$ cat config.mk
export PLATFORM = sky130hd
export DESIGN_NAME = mpu_ip_fetch
export DESIGN_NICKNAME = d
export VERILOG_FILES = /design/src/rtl/mpu_ip_fetch.sv
export SDC_FILE = /design/constraint.sdc
export NUM_CORES = 1
export LEC_CHECK = 0
export ABC_AREA = 1
export CAP_MARGIN = 20
export CORE_MARGIN = 1.5
export CORE_UTILIZATION = 43
export DETAILED_ROUTE_END_ITERATION = 8
export HOLD_SLACK_MARGIN = 0.06
export PLACE_DENSITY = 0.83
export SYNTH_ARGS = -nofsm -noshare
export SYNTH_HDL_FRONTEND = slang
export SYNTH_SLANG_ARGS = --single-unit
$ cat constraint.sdc
create_clock -name sys_clk -period 1.87 [get_ports sys_clk]
set_input_delay 0.374 -clock sys_clk [delete_from_list [all_inputs] [get_ports sys_clk]]
set_output_delay 0.374 -clock sys_clk [all_outputs]
set_load 0.005 [all_outputs]
$ cat src/rtl/mpu_ip_fetch.sv
// mpu_ip_fetch: instruction-pointer owner and fetch sequencer (IDLE/REQ/WAIT/HOLD).
// Rev 1.0
`default_nettype none

module mpu_ip_fetch #(
  parameter logic [15:0] RESET_IP     = 16'h0000,
  parameter int          RETIRE_WIDTH = 32
) (
  input  logic                    sys_clk,
  input  logic                    sys_rst_n,
  input  logic                    ctl_start,
  input  logic                    ctl_stop,
  input  logic                    ctl_ip_sel,
  input  logic [15:0]             ctl_ip,
  input  logic                    ip_en,
  input  logic [15:0]             ip_incr,
  input  logic                    ip_load,
  input  logic [15:0]             ip_data,
  output logic                    mem_re,
  output logic [15:0]             mem_addr,
  input  logic                    mem_ack,
  input  logic [63:0]             mem_data,
  output logic                    inst_valid,
  output logic [63:0]             inst,
  output logic [15:0]             inst_ip,
  output logic                    running,
  output logic                    err_spurious,
  output logic [RETIRE_WIDTH-1:0] retired
);

  typedef enum logic [1:0] {S_IDLE, S_REQ, S_WAIT, S_HOLD} state_t;

  state_t                  state_q, state_d;
  logic [15:0]             ip_q, ip_d;
  logic                    mem_re_q, mem_re_d;
  logic [15:0]             mem_addr_q, mem_addr_d;
  logic                    inst_valid_q, inst_valid_d;
  logic [63:0]             inst_q, inst_d;
  logic [15:0]             inst_ip_q, inst_ip_d;
  logic                    running_q, running_d;
  logic                    err_q, err_d;
  logic [RETIRE_WIDTH-1:0] retired_q, retired_d;
  logic                    stop_pending_q, stop_pending_d;
  logic [15:0]             w_ip_next;
  logic [15:0]             w_start_ip;

  assign w_ip_next  = ip_load ? ip_data : ip_q + ip_incr;
  assign w_start_ip = ctl_ip_sel ? ctl_ip : RESET_IP;

  always_comb begin
    state_d        = state_q;
    ip_d           = ip_q;
    mem_re_d       = 1'b0;
    mem_addr_d     = mem_addr_q;
    inst_valid_d   = inst_valid_q;
    inst_d         = inst_q;
    inst_ip_d      = inst_ip_q;
    err_d          = err_q;
    retired_d      = retired_q;
    stop_pending_d = stop_pending_q;

    case (state_q)
      S_IDLE: begin
        if (ctl_start) begin
          state_d        = S_REQ;
          ip_d           = w_start_ip;
          mem_re_d       = 1'b1;
          mem_addr_d     = w_start_ip;
          err_d          = 1'b0;
          retired_d      = '0;
          stop_pending_d = ctl_stop;
        end
      end
      S_REQ: begin
        state_d = S_WAIT;
        if (ctl_stop) stop_pending_d = 1'b1;
      end
      S_WAIT: begin
        if (ctl_stop) stop_pending_d = 1'b1;
        if (mem_ack) begin
          inst_d       = mem_data;
          inst_ip_d    = ip_q;
          inst_valid_d = 1'b1;
          state_d      = S_HOLD;
        end
      end
      default: begin
        if (ip_en) begin
          ip_d         = w_ip_next;
          inst_valid_d = 1'b0;
          if (~&retired_q) retired_d = retired_q + RETIRE_WIDTH'(1);
          if (stop_pending_q || ctl_stop) begin
            state_d        = S_IDLE;
            stop_pending_d = 1'b0;
          end else begin
            state_d    = S_REQ;
            mem_re_d   = 1'b1;
            mem_addr_d = w_ip_next;
          end
        end
      end
    endcase

    // A spurious commit outranks the clear that a same-cycle start performs.
    if (ip_en && (state_q != S_HOLD)) err_d = 1'b1;

    running_d = (state_d != S_IDLE);
  end

  always_ff @(posedge sys_clk or negedge sys_rst_n) begin
    if (!sys_rst_n) begin
      state_q        <= S_IDLE;
      ip_q           <= RESET_IP;
      mem_re_q       <= 1'b0;
      mem_addr_q     <= RESET_IP;
      inst_valid_q   <= 1'b0;
      inst_q         <= '0;
      inst_ip_q      <= RESET_IP;
      running_q      <= 1'b0;
      err_q          <= 1'b0;
      retired_q      <= '0;
      stop_pending_q <= 1'b0;
    end else begin
      state_q        <= state_d;
      ip_q           <= ip_d;
      mem_re_q       <= mem_re_d;
      mem_addr_q     <= mem_addr_d;
      inst_valid_q   <= inst_valid_d;
      inst_q         <= inst_d;
      inst_ip_q      <= inst_ip_d;
      running_q      <= running_d;
      err_q          <= err_d;
      retired_q      <= retired_d;
      stop_pending_q <= stop_pending_d;
    end
  end

  assign mem_re       = mem_re_q;
  assign mem_addr     = mem_addr_q;
  assign inst_valid   = inst_valid_q;
  assign inst         = inst_q;
  assign inst_ip      = inst_ip_q;
  assign running      = running_q;
  assign err_spurious = err_q;
  assign retired      = retired_q;

endmodule

`default_nettype wire

==> results of run 1 <==
-- state kept, by name, summed over array words and instances, names as in the netlist, 2 cells and up --
register,flops
ip_q,16
retired,32
state_q,2
inst_ip,16
inst,64
mem_addr,16
-- power breakdown --
| group | switching, mW | internal, mW |
|---|---|---|
| sequential | 0.941 | 4.57 |
| clock | 1.60 | 1.92 |
| combinational | 4.80 | 4.71 |
-- metal layers --
metal / part of all wire, % / wire length [um] / vias up
met5: 0.12 / 30 / -
met4: 3.3 / 864 / 4
met3: 9.2 / 2400 / 71
met2: 49 / 12700 / 380
met1: 38 / 9980 / 3859
li1: - / - / 3987
-- metrics by stage --
step | power (mW) | utilization, % | setup WS (ns) | hold slack [ns] | instances
finish | 18.5 | 67.3 | -0.0619 | 0.406 | 1615
global route | 19.8 | 67.3 | -0.163 | 0.450 | 1615
CTS | 17.9 | 65.4 | -0.00488 | 0.413 | 1604
detailed placement | 14.1 | 61.5 | -0.560 | 0.295 | 1569
global placement | 13.9 | 61.5 | -0.497 | 0.290 | 1569
floorplan | 9.56 | - | 0.0325 | 0.0784 | 1077
-- cell usage in the layout, fill, tap and decap left out, types with 7 or more instances in the layout --
cell and n:
a21oi_1 19, buf_12 10, buf_4 48, clkbuf_16 17, clkdlybuf4s50_1 243, dfrtp_1 142, dfrtp_2 9, dlymetal6s2s_1 7
ha_1 7, ha_4 12, inv_1 70, inv_2 8, nand2_1 495, nand2_2 17, nand3_1 38, nand3b_1 11
nand4_1 13, nor2_1 68, nor2_4 8, nor3_1 7, o21ai_0 38, o21ai_1 10, xor2_1 7
-- worst reg2reg max path: stages, from the launching register on --
cell and delay, ns:
dfrtp_1 0.39, ha_2 0.20, fa_2 0.37, nand2_2 0.10
nand2_2 0.07, nand3_2 0.11, nand2_4 0.08, nand2_1 0.09
nand3_1 0.11, o211ai_1 0.12, nand2_1 0.08, nand2_1 0.06
nand2_1 0.05
-- worst paths after layout --
kind,from,to,slack [ns]
worst max-delay path,ip_q[0],ip_q[6],-0.06
worst min-delay path,sys_rst_n,inst_ip[6],0.41
worst max register to register,ip_q[0],ip_q[6],-0.06
worst min register to register,inst[4],inst[4],0.48
max in group asynchronous,sys_rst_n,retired[30],0.82
min in group sys_clk,mem_data[48],inst[48],0.47
-- cell usage after synthesis (all sizes together), types with 2 or more instances --
| cell type | count |
|---|---|
| xnor2 | 5 |
| o31ai | 6 |
| dfrtp | 151 |
| or2 | 6 |
| nor2 | 80 |
| nand4 | 14 |
| o21ai | 48 |
| nand2 | 515 |
| nand3 | 45 |
| buf | 11 |
| nor3 | 10 |
| clkinv | 2 |
| xor2 | 7 |
| clkbuf | 27 |
| ha | 20 |
| nand3b | 11 |
| a21oi | 23 |
| a31oi | 4 |
| inv | 79 |
| o211ai | 4 |
-- cell families (layout without fill, tap and decap cells) --
family	Yosys count	in the layout	synth area share, %
simple gates	684	684	35.6
compound gates	90	90	6.26
buf+inv	119	428	5.83
xor+xnor	12	12	1.32
flops	151	151	47.6
fa+ha+maj	21	21	3.40
-- what timing repair did --
item / CTS / global route
resized for setup: 17 / 64
endpoints found under the hold margin: 29 / 0
setup endpoints to repair: 19 / 75
hold buffers: 1 / 0
pin swaps: 0 / 13
buffers inserted: 2 / 11
-- layout make-up --
class	count	area (um^2)
Inverter	81	308
Fill cell	1419	5890
Tap cell	229	287
Sequential cell	151	3790
Multi-Input combinational cell	807	3990
Clock buffer	17	425
Timing Repair Buffer	315	3160
Clock inverter	15	179
==> impl_results.md, run 1 <==
* GPL Wtd Cong at 0.948
* Critical path arrival at 2.25 ns
* GR Util met1 at 32.3%
* Worst Path Class, Setup: reg2reg
* Post-route ant nets at 0
* Clk_lat worst skew at 0.43 ns
* Core ar. at 18000 um^2
* Inserted Clock Buffers at 17
* Routed WL per cell at roughly 16 um
* Setup crit end kind: flip-flop
* Top Family by Delay on Critical Path: simple AND/OR/NAND/NOR gates
* Pin count of the biggest net entering global routing at 58
* First-pass GRT wire length at 40.9 mm
* Max Fclk at 518 MHz
* Total congestion overflow at 0
* Antenna diode count at 0
* Initial Util at 44.1%
* Row count at 49
* GRT Resource Usage Total at 26.7%
* Layout cell share with drive strength beyond 1 at 13.1%
* Setup Skew at 0.0110 ns
* Port bufs at 251
* Synthesis Warnings at 0
* Cell taking the most area after synthesis: dfrtp_1
* Rel. slew slack at 62.3%
* Die width at approximately 140 um
* Die area at around 19000 um^2
* Register area share after synthesis at between 40% and 50%
* CP Depth at 12
* Largest cells by area after synthesis: dfrtp_1 (48%), nand2_1 (24%), inv_1 (3.5%)
* CP Cell Sequence: ha_2 -> fa_2 -> nand2_2 -> nand2_2 -> nand3_2 -> nand2_4 -> nand2_1 -> nand3_1 -> o211ai_1 -> nand2_1 -> nand2_1 -> nand2_1
* Number of nets in the final layout at 1514
* CTS tree: built
* EDFF count, synth at 0
* Asr flop ratio synth at 100%
* Placed Area at between 10000 and 15000 um^2
* Leak Pwr at about 5.8 nW
* Status: finished with violations
* Fin. Hold Viols at 0
* Worst-case clock buffer depth at 2
* Mapped Nets at 1218
* Worst Hold Class: in2async
* Pwr dens at between 1500 and 2000 nW/um^2
* Vias post-DR at 8301
* DRT iter0 DRCs at 559
* Die Y at 139 um
* Met2 Usage GRT at 45.0%
* Routed WL at 26.0 mm
* Setup_tns at -0.209 ns
* Max Slew Vio Count at 0
* CP max stage delay at approximately 0.39 ns
* Top Ports at between 200 and 300
* CP required at 2.19 ns
* Post-synth cell types at 40
* Minimum clock period at 1.93 ns
* CP dominant cell by count: nand2_1
* Setup-failing EPs final at 8
* CP Launch Type: flip-flop
* DR vias/cell at 5.14
* Grt peak-use layer: met2
* Top cell type's share of synthesized area at 47.6%
* Worst Tran Pin Value at roughly 0.57 ns
* DP Wirelength at about 19 mm
* GR met3 Demand/Resource at under 10%
* Post-Syn Area at 7940 um^2
* Critical path fanouts, max at 3
* CTS clk-pin slew, worst paths at about 0.07 ns
* DRC at 0
* Worst Path Buf+Inv at 0
* #FFs+latches synth at 151
* Fin crit share at 103%
* Worst setup margin at -0.0619 ns
* Antenna violations before repair at 2
* Root Buffer: clkbuf_16
* Slowest CP cell: dfrtp_1
* Clock sinks at 151
* RSZ-0062 raised after global routing: true
* Worst VDD drop at 0.879 mV
* Vias in the first global route at 8089
* Post-route cell area at 12100 um^2
* TritonRoute pass-1 iters at 5
* H-Tree Depth at 4
* Synth Instances at 1077
* Mean Syn Cell Area at 7.37 um^2
* Violations in the final reports: negative setup slack
* R2r worst-path depth at 12
* Max Cap Viol at 0
* Post-synth top flop: dfrtp_1
* Area Overhead vs Synth at 52.8%
No activity file was read; power rests on OpenSTA's default activity.
==> inputs of run 2 (changes only) <==
SETUP_SLACK_MARGIN = 0.2   (was not set)
clock period = 1.7 ns   (was 1.87 ns; I/O delays follow)
==> run 2 against run 1 <==
- the flow still finishes with violations (negative setup slack)
- register-to-register slack worse by 0.23 ns
- total power up 35%
- sequential cell count unchanged
- via count up 17%
- clock power up 10%
- sequential share of layout area down 4.5 points
- critical endpoint is now retired[7]
- largest cell class unchanged
- highest routed layer is now met4
==> impl_results.md, run 2 (synthesis results as in run 1) <==
* Row count at 49 (unchanged)
* Worst Path Buf+Inv at 4 (+4)
* Leading cell types in the layout, fill and taps excluded: nand2_1 (439), dfrtp_1 (143), clkdlybuf4s50_1 (114)
* Sw Share at 40.9% (+1.3 points)
* Fin crit share at 117% (+14 points)
* Sequential share of power at 23.8% (-5.9 points)
* Worst Tran Pin Value at 0.516 ns (-0.0488 ns)
* Clock power frac at 15.5% (-3.5 points)
* Worst setup margin at -0.294 ns (-0.232 ns)
* Pin count of the biggest net entering global routing at 50 (-14%)
* GPL Wtd Cong at 0.903 (-4.7%)
* Critical path arrival at 2.33 ns (+0.08 ns)
* RSZ-0062 raised after global routing: true
* GRT Resource Usage Total at 32.2% (+5.6 points)
* Setup_tns at -10.34 ns (-10.13 ns)
* Root Buffer: clkbuf_16
* Core ar. at 18000 um^2 (unchanged)
* Antenna diode count at 0 (unchanged)
* Rel. slew slack at 65.4% (+3.1 points)
* Number of nets in the final layout at 1650 (+9.0%)
* Setup-failing EPs final at 59 (+51)
* Critical path fanouts, max at 6 (+3)
* Minimum clock period at 1.99 ns (+0.0618 ns)
* Antenna violations before repair at 0 (-2)
* Die Y at 139 um (unchanged)
* DRT iter0 DRCs at 770 (+38%)
* Pre-CTS setup slack at -0.604 ns (-0.0444 ns)
* Violations in the final reports: negative setup slack
* DRC at 0 (unchanged)
* Area Overhead vs Synth at 78.6%
* Setup Skew at 0.00993 ns (-0.00102 ns)
* Worst Path Class, Setup: reg2reg
* Post-route ant nets at 0 (unchanged)
* Die area at 19300 um^2 (unchanged)
* TritonRoute pass-1 iters at 6 (+1)
* CP Cell Sequence: buf_4 -> nand2_1 -> nor2_1 -> nand4_4 -> nand2_4 -> buf_8 -> buf_6 -> buf_16 -> nand2_4 -> o31ai_4
* CTS tree: built
* CP required at 2.04 ns (-0.15 ns)
* Fin. Hold Viols at 0 (unchanged)
* Worst VDD drop at 1.08 mV (+23%)
* Max Cap Viol at 0 (unchanged)
* Routed WL per cell at 19.4 um (+21%)
* Inserted Clock Buffers at 17 (unchanged)
* Max Fclk at 502 MHz (-3.1%)
* Total congestion overflow at 0 (unchanged)
* Top Ports at 252 (unchanged)
* DP Wirelength at 18.8 mm (+0.37%)
* Layout cell share with drive strength beyond 1 at 30.2% (+17 points)
* Max Slew Vio Count at 0 (unchanged)
* CP Launch Type: flip-flop
* DR vias/cell at 5.53 (+7.6%)
* Internal cell power at 14.8 mW (+32%)
* Fill count at 1094 (-23%)
* Net switching power at 10.2 mW (+40%)
* CP dominant cell by count: nand2_4
* Clk_lat worst skew at 0.43 ns (about the same)
* Die width at 139 um (unchanged)
* Worst-case clock buffer depth at 2 (unchanged)
* Status: finished with violations
* Slowest CP cell: nor2_1
* Largest register FFs at 64 (unchanged)
* First-pass GRT wire length at 49.3 mm (+20%)
* Setup crit end kind: flip-flop
* Initial Util at 44.1% (unchanged)
* Routed WL at 34.0 mm (+31%)
* H-Tree Depth at 4 (unchanged)
* Commonest non-fill, non-tap cell in the layout: nand2_1
* Vias post-DR at 9687 (+17%)
* Pwr dens at 1770 nW/um^2 (+16%)
* Vias in the first global route at 9497 (+17%)
* CP max stage delay at 0.41 ns (+0.02 ns)
* Combinational Power Share at 60.7% (+9.4 points)
* CTS clk-pin slew, worst paths at 0.07 ns (about the same)
* Port bufs at 251 (unchanged)
* Worst Hold Class: in2async
* Top Family by Delay on Critical Path: simple AND/OR/NAND/NOR gates
* Power consumption at 25.1 mW (+35%)
* Clock sinks at 151 (unchanged)
* Leak Pwr at 7.13 nW (+24%)
## run 2: changes by cell type in the layout (fill, tap and decap cells not counted), sizes merged, moves of 6 or more
cell / delta
clkbuf: +12
dlygate4sd2: +107
clkdlybuf4s15: +6
buf: +146
clkdlybuf4s50: -129
dlymetal6s2s: -6
## run 2: worst paths after layout
| path | from | cells after the start | end | slack (ns) |
|---|---|---|---|---|
| min reg2reg | inst[50] | 2 | inst[50] | 0.47 |
| max reg2reg | retired[21] | 10 | retired[7] | -0.29 |
| max in group asynchronous | sys_rst_n | 3 | retired[21] | 0.74 |
| min | sys_rst_n | 2 | inst[62] | 0.38 |
| max | retired[21] | 10 | retired[7] | -0.29 |
| min in group sys_clk | mem_data[10] | 3 | inst[10] | 0.43 |
## run 2: what timing repair did
| action | in CTS | in global routing |
|---|---|---|
| setup endpoints to repair | 249 | 170 |
| pin swaps | 53 | 59 |
| hold endpoints to repair | 27 | 0 |
| gates resized for setup | 338 | 147 |
| hold buffers | 1 | 0 |
| setup buffers | 79 | 27 |
| cloned | 10 | 2 |
## run 2: through the flow
stage               hold slack, ns  instance area, um^2  std cells  util [%]
floorplan                   0.0444                 8270       1077         -
global placement             0.261                11600       1600      64.3
detailed placement           0.268                11600       1600      64.3
CTS                          0.399                13500       1722      74.7
global route                 0.408                14200       1751      78.7
finish                       0.383                14200       1751      78.7
## run 2: cell type report
class                      instances  area (um^2)  area share [%]
sequential                       151         3790            26.7
clock inverter                    15          168            1.18
inverter                          81          339            2.39
multi-input combinational        807         4660            32.9
timing repair buffer             451         4520            31.8
clock buffer                      17          425            3.00
tap                              229          287            2.02
## run 2: metal layers
| metal | GRT usage [%] | share of wire, % | vias up |
|---|---|---|---|
| met4 | 15.4 | 5.2 | 0 |
| met3 | 6.49 | 9.0 | 176 |
| met2 | 56.3 | 50 | 648 |
| met5 | 0 | 0 | - |
| met1 | 38.0 | 36 | 4584 |
| li1 | - | - | 4279 |
## run 2: power by group through the flow
| stage | Sequential (mW) | Combinational (mW) | Clock [mW] |
|---|---|---|---|
| floorplan | 6.06 | 5.14 | 0 |
| global placement | 5.92 | 10.0 | 0 |
| detailed placement | 5.99 | 10.3 | 0 |
| CTS | 5.87 | 13.1 | 3.87 |
| global route | 6.11 | 16.2 | 4.06 |
| finish | 5.97 | 15.2 | 3.88 |
## run 2: worst register-to-register path: cells and delay by family (launching register included)
family	cells	cell delay [ns]
flip-flops	1	0.36
buffers and inverters	4	0.58
AO/OA/AOI/OAI	1	0.05
AND/OR/NAND/NOR	5	0.92
==> inputs of run 3 (changes only) <==
CORE_UTILIZATION = 47   (was 43)
PLACE_DENSITY = 0.86   (was 0.83)
clock period = 1.9 ns   (was 1.7 ns; I/O delays follow)
==> run 3 against run 2 <==
- the flow still finishes with violations (negative setup slack)
- clock-buffer cell count is the same
- sequential power shrank 11%
- critical path depth grew 1
- sequential cell count is the same
- combinational power shrank 24%
- clock power shrank 9.3%
- via count shrank 7.2%
- cell area shrank 5.7%
- hold slack lost 0.022 ns
- global-route usage shrank 3.2 points
- clock skew grew 0.00091 ns
- critical path type is now in2reg
- critical endpoint is now ip_q[4]
- largest power group unchanged
- highest routed layer unchanged
==> impl_results.md, run 3 (synthesis results as in run 1) <==
* Clock sinks at 151 (unchanged)
* Initial Util at 48.1% (+4.0 points)
* First-pass GRT wire length at 40.5 mm (-18%)
* Worst setup margin at -0.0273 ns (+0.266 ns)
* Setup_tns at -0.0395 ns (+10.30 ns)
* Worst Path Class, Setup: in2reg
* Pre-CTS setup slack at -0.456 ns (+0.148 ns)
* GRT Resource Usage Total at 29.0% (-3.2 points)
* Post-route ant nets at 0 (unchanged)
* Setup-failing EPs final at 2 (-97%)
* DRC at 0 (unchanged)
* Setup Skew at 0.0108 ns (+0.000908 ns)
* Power consumption at 20.5 mW (-18%)
* Number of nets in the final layout at 1582 (-4.1%)
* GPL Wtd Cong at 0.970 (+7.4%)
* CP Launch Type: input port
* Layout cell share with drive strength beyond 1 at 23.0% (-7.2 points)
* DR vias/cell at 5.37 (-3.0%)
* Area Overhead vs Synth at 68.5%
* CP required at 2.24 ns (+0.20 ns)
* Worst Tran Pin Value at 0.523 ns (+0.00665 ns)
* Die Y at 133 um (-4.3%)
* Commonest non-fill, non-tap cell in the layout: nand2_1
* Routed WL at 28.5 mm (-16%)
* Pin count of the biggest net entering global routing at 75 (+50%)
* H-Tree Depth at 4 (unchanged)
* Core ar. at 16500 um^2 (-8.3%)
* Reg-to-reg slack, setup at -0.02 ns (+0.27 ns)
* Antenna violations before repair at 1 (+1)
* Reg2reg start: ip_q[0]
* Worst-case clock buffer depth at 2 (unchanged)
* CTS tree: built
* Leak Pwr at 7.32 nW (+2.7%)
* Fin. Hold Viols at 0 (unchanged)
* Clk_lat worst skew at 0.43 ns (about the same)
* Largest register FFs at 64 (unchanged)
* Pwr dens at 1530 nW/um^2 (-13%)
* Vias post-DR at 8992 (-7.2%)
* Setup crit end kind: flip-flop
* CTS clk-pin slew, worst paths at 0.07 ns (about the same)
* Worst VDD drop at 0.851 mV (-21%)
* Total congestion overflow at 0 (unchanged)
* Max Fclk at 519 MHz
* Critical path fanouts, max at 3 (-3)
* Inserted Clock Buffers at 17 (unchanged)
* Placed Area at 11000 um^2 (-4.9%)
* Fill count at 990 (-9.5%)
* Root Buffer: clkbuf_16
* Leading cell types in the layout, fill and taps excluded: nand2_1 (458), clkdlybuf4s50_1 (137), dfrtp_1 (133)
* DP Wirelength at 17.3 mm (-7.8%)
* Vias in the first global route at 8344 (-12%)
* Routed WL per cell at 17.0 um (-12%)
* Minimum clock period at 1.93 ns
* Row count at 47 (-4.1%)
* Max Slew Vio Count at 0 (unchanged)
* Fin crit share at 101%
* Die width at 133 um (-4.3%)
* TritonRoute pass-1 iters at 7 (+1)
* Die area at 17700 um^2 (-8.3%)
* RSZ-0062 raised after global routing: true
* Top Ports at 252 (unchanged)
* DRT iter0 DRCs at 636 (-17%)
* R2r worst-path depth at 10 (unchanged)
* Reg-to-reg endpoint: ip_q[4]
* Critical path arrival at 2.27 ns (-0.06 ns)
* Port bufs at 251 (unchanged)
* Worst Hold Class: in2async
* Violations in the final reports: negative setup slack
* Post-route cell area at 13400 um^2 (-5.7%)
* Rel. slew slack at 65.1% (-0.32 points)
* Max Cap Viol at 0 (unchanged)
* Status: finished with violations
[run 3: metal layers]
layer | vias up | track usage, % | share of wire (%)
li1 | 4122 | - | -
met1 | 4236 | 34.4 | 37
met2 | 515 | 50.1 | 50
met3 | 119 | 6.51 | 8.1
met4 | 0 | 13.7 | 4.6
met5 | - | 0 | 0
[run 3: worst max-delay path: stages]
cell and delay [ns]:
clkdlybuf4s50_1 0.45, ha_4 0.18, fa_2 0.34, nand2_2 0.08, nand2_2 0.07, and2_4 0.16
xor2_1 0.20, nor2_1 0.08, o21ai_1 0.17, nand2_1 0.06, o21ai_0 0.08
[run 3: cell type report]
| type | instances | area, um^2 | share of cell area [%] |
|---|---|---|---|
| diodes | 1 | 2.50 | 0.0187 |
| well taps | 220 | 275 | 2.06 |
| repair buffers | 383 | 3980 | 29.7 |
| multi-input cells | 807 | 4400 | 32.9 |
| clock buffers | 17 | 425 | 3.18 |
| flip-flops and latches | 151 | 3800 | 28.4 |
| inverters | 81 | 320 | 2.39 |
| clock inverters | 15 | 179 | 1.34 |
[run 3: through the flow]
| step | hold slack [ns] | instances | util, % |
|---|---|---|---|
| floorplan | 0.0844 | 1077 | - |
| global placement | 0.243 | 1551 | 66.6 |
| detailed placement | 0.240 | 1551 | 66.6 |
| CTS | 0.355 | 1631 | 73.7 |
| global route | 0.364 | 1674 | 80.9 |
| finish | 0.361 | 1675 | 81.0 |
[run 3: how the worst max path moves through the flow]
stage,start,endpoint,slack [ns],cells after the start
3_3_place_gp,ip_incr[0],ip_q[14],-0.42,15
5_1_grt,ip_q[0],mem_addr[14],-0.13,14
3_5_place_dp,ip_incr[0],ip_q[14],-0.46,15
6_report,ip_incr[0],ip_q[4],-0.03,11
4_1_cts,ip_q[0],mem_addr[8],0.0002,13
2_1_floorplan,ip_q[0],mem_addr[8],0.17,13
[run 3: what timing repair did]
action,4_1_cts,5_1_grt
pin swaps,11,48
setup buffers,47,32
cloned,0,11
hold endpoints to repair,17,0
hold buffers,1,0
endpoints found under the setup margin,162,196
resized for setup,102,220
[run 3: report_power, final]
part / leakage [nW] / internal (mW) / switching [mW]
sequential: 1.90 / 4.51 / 0.808
clock: 0.297 / 1.99 / 1.53
combinational: 5.12 / 5.74 / 5.89
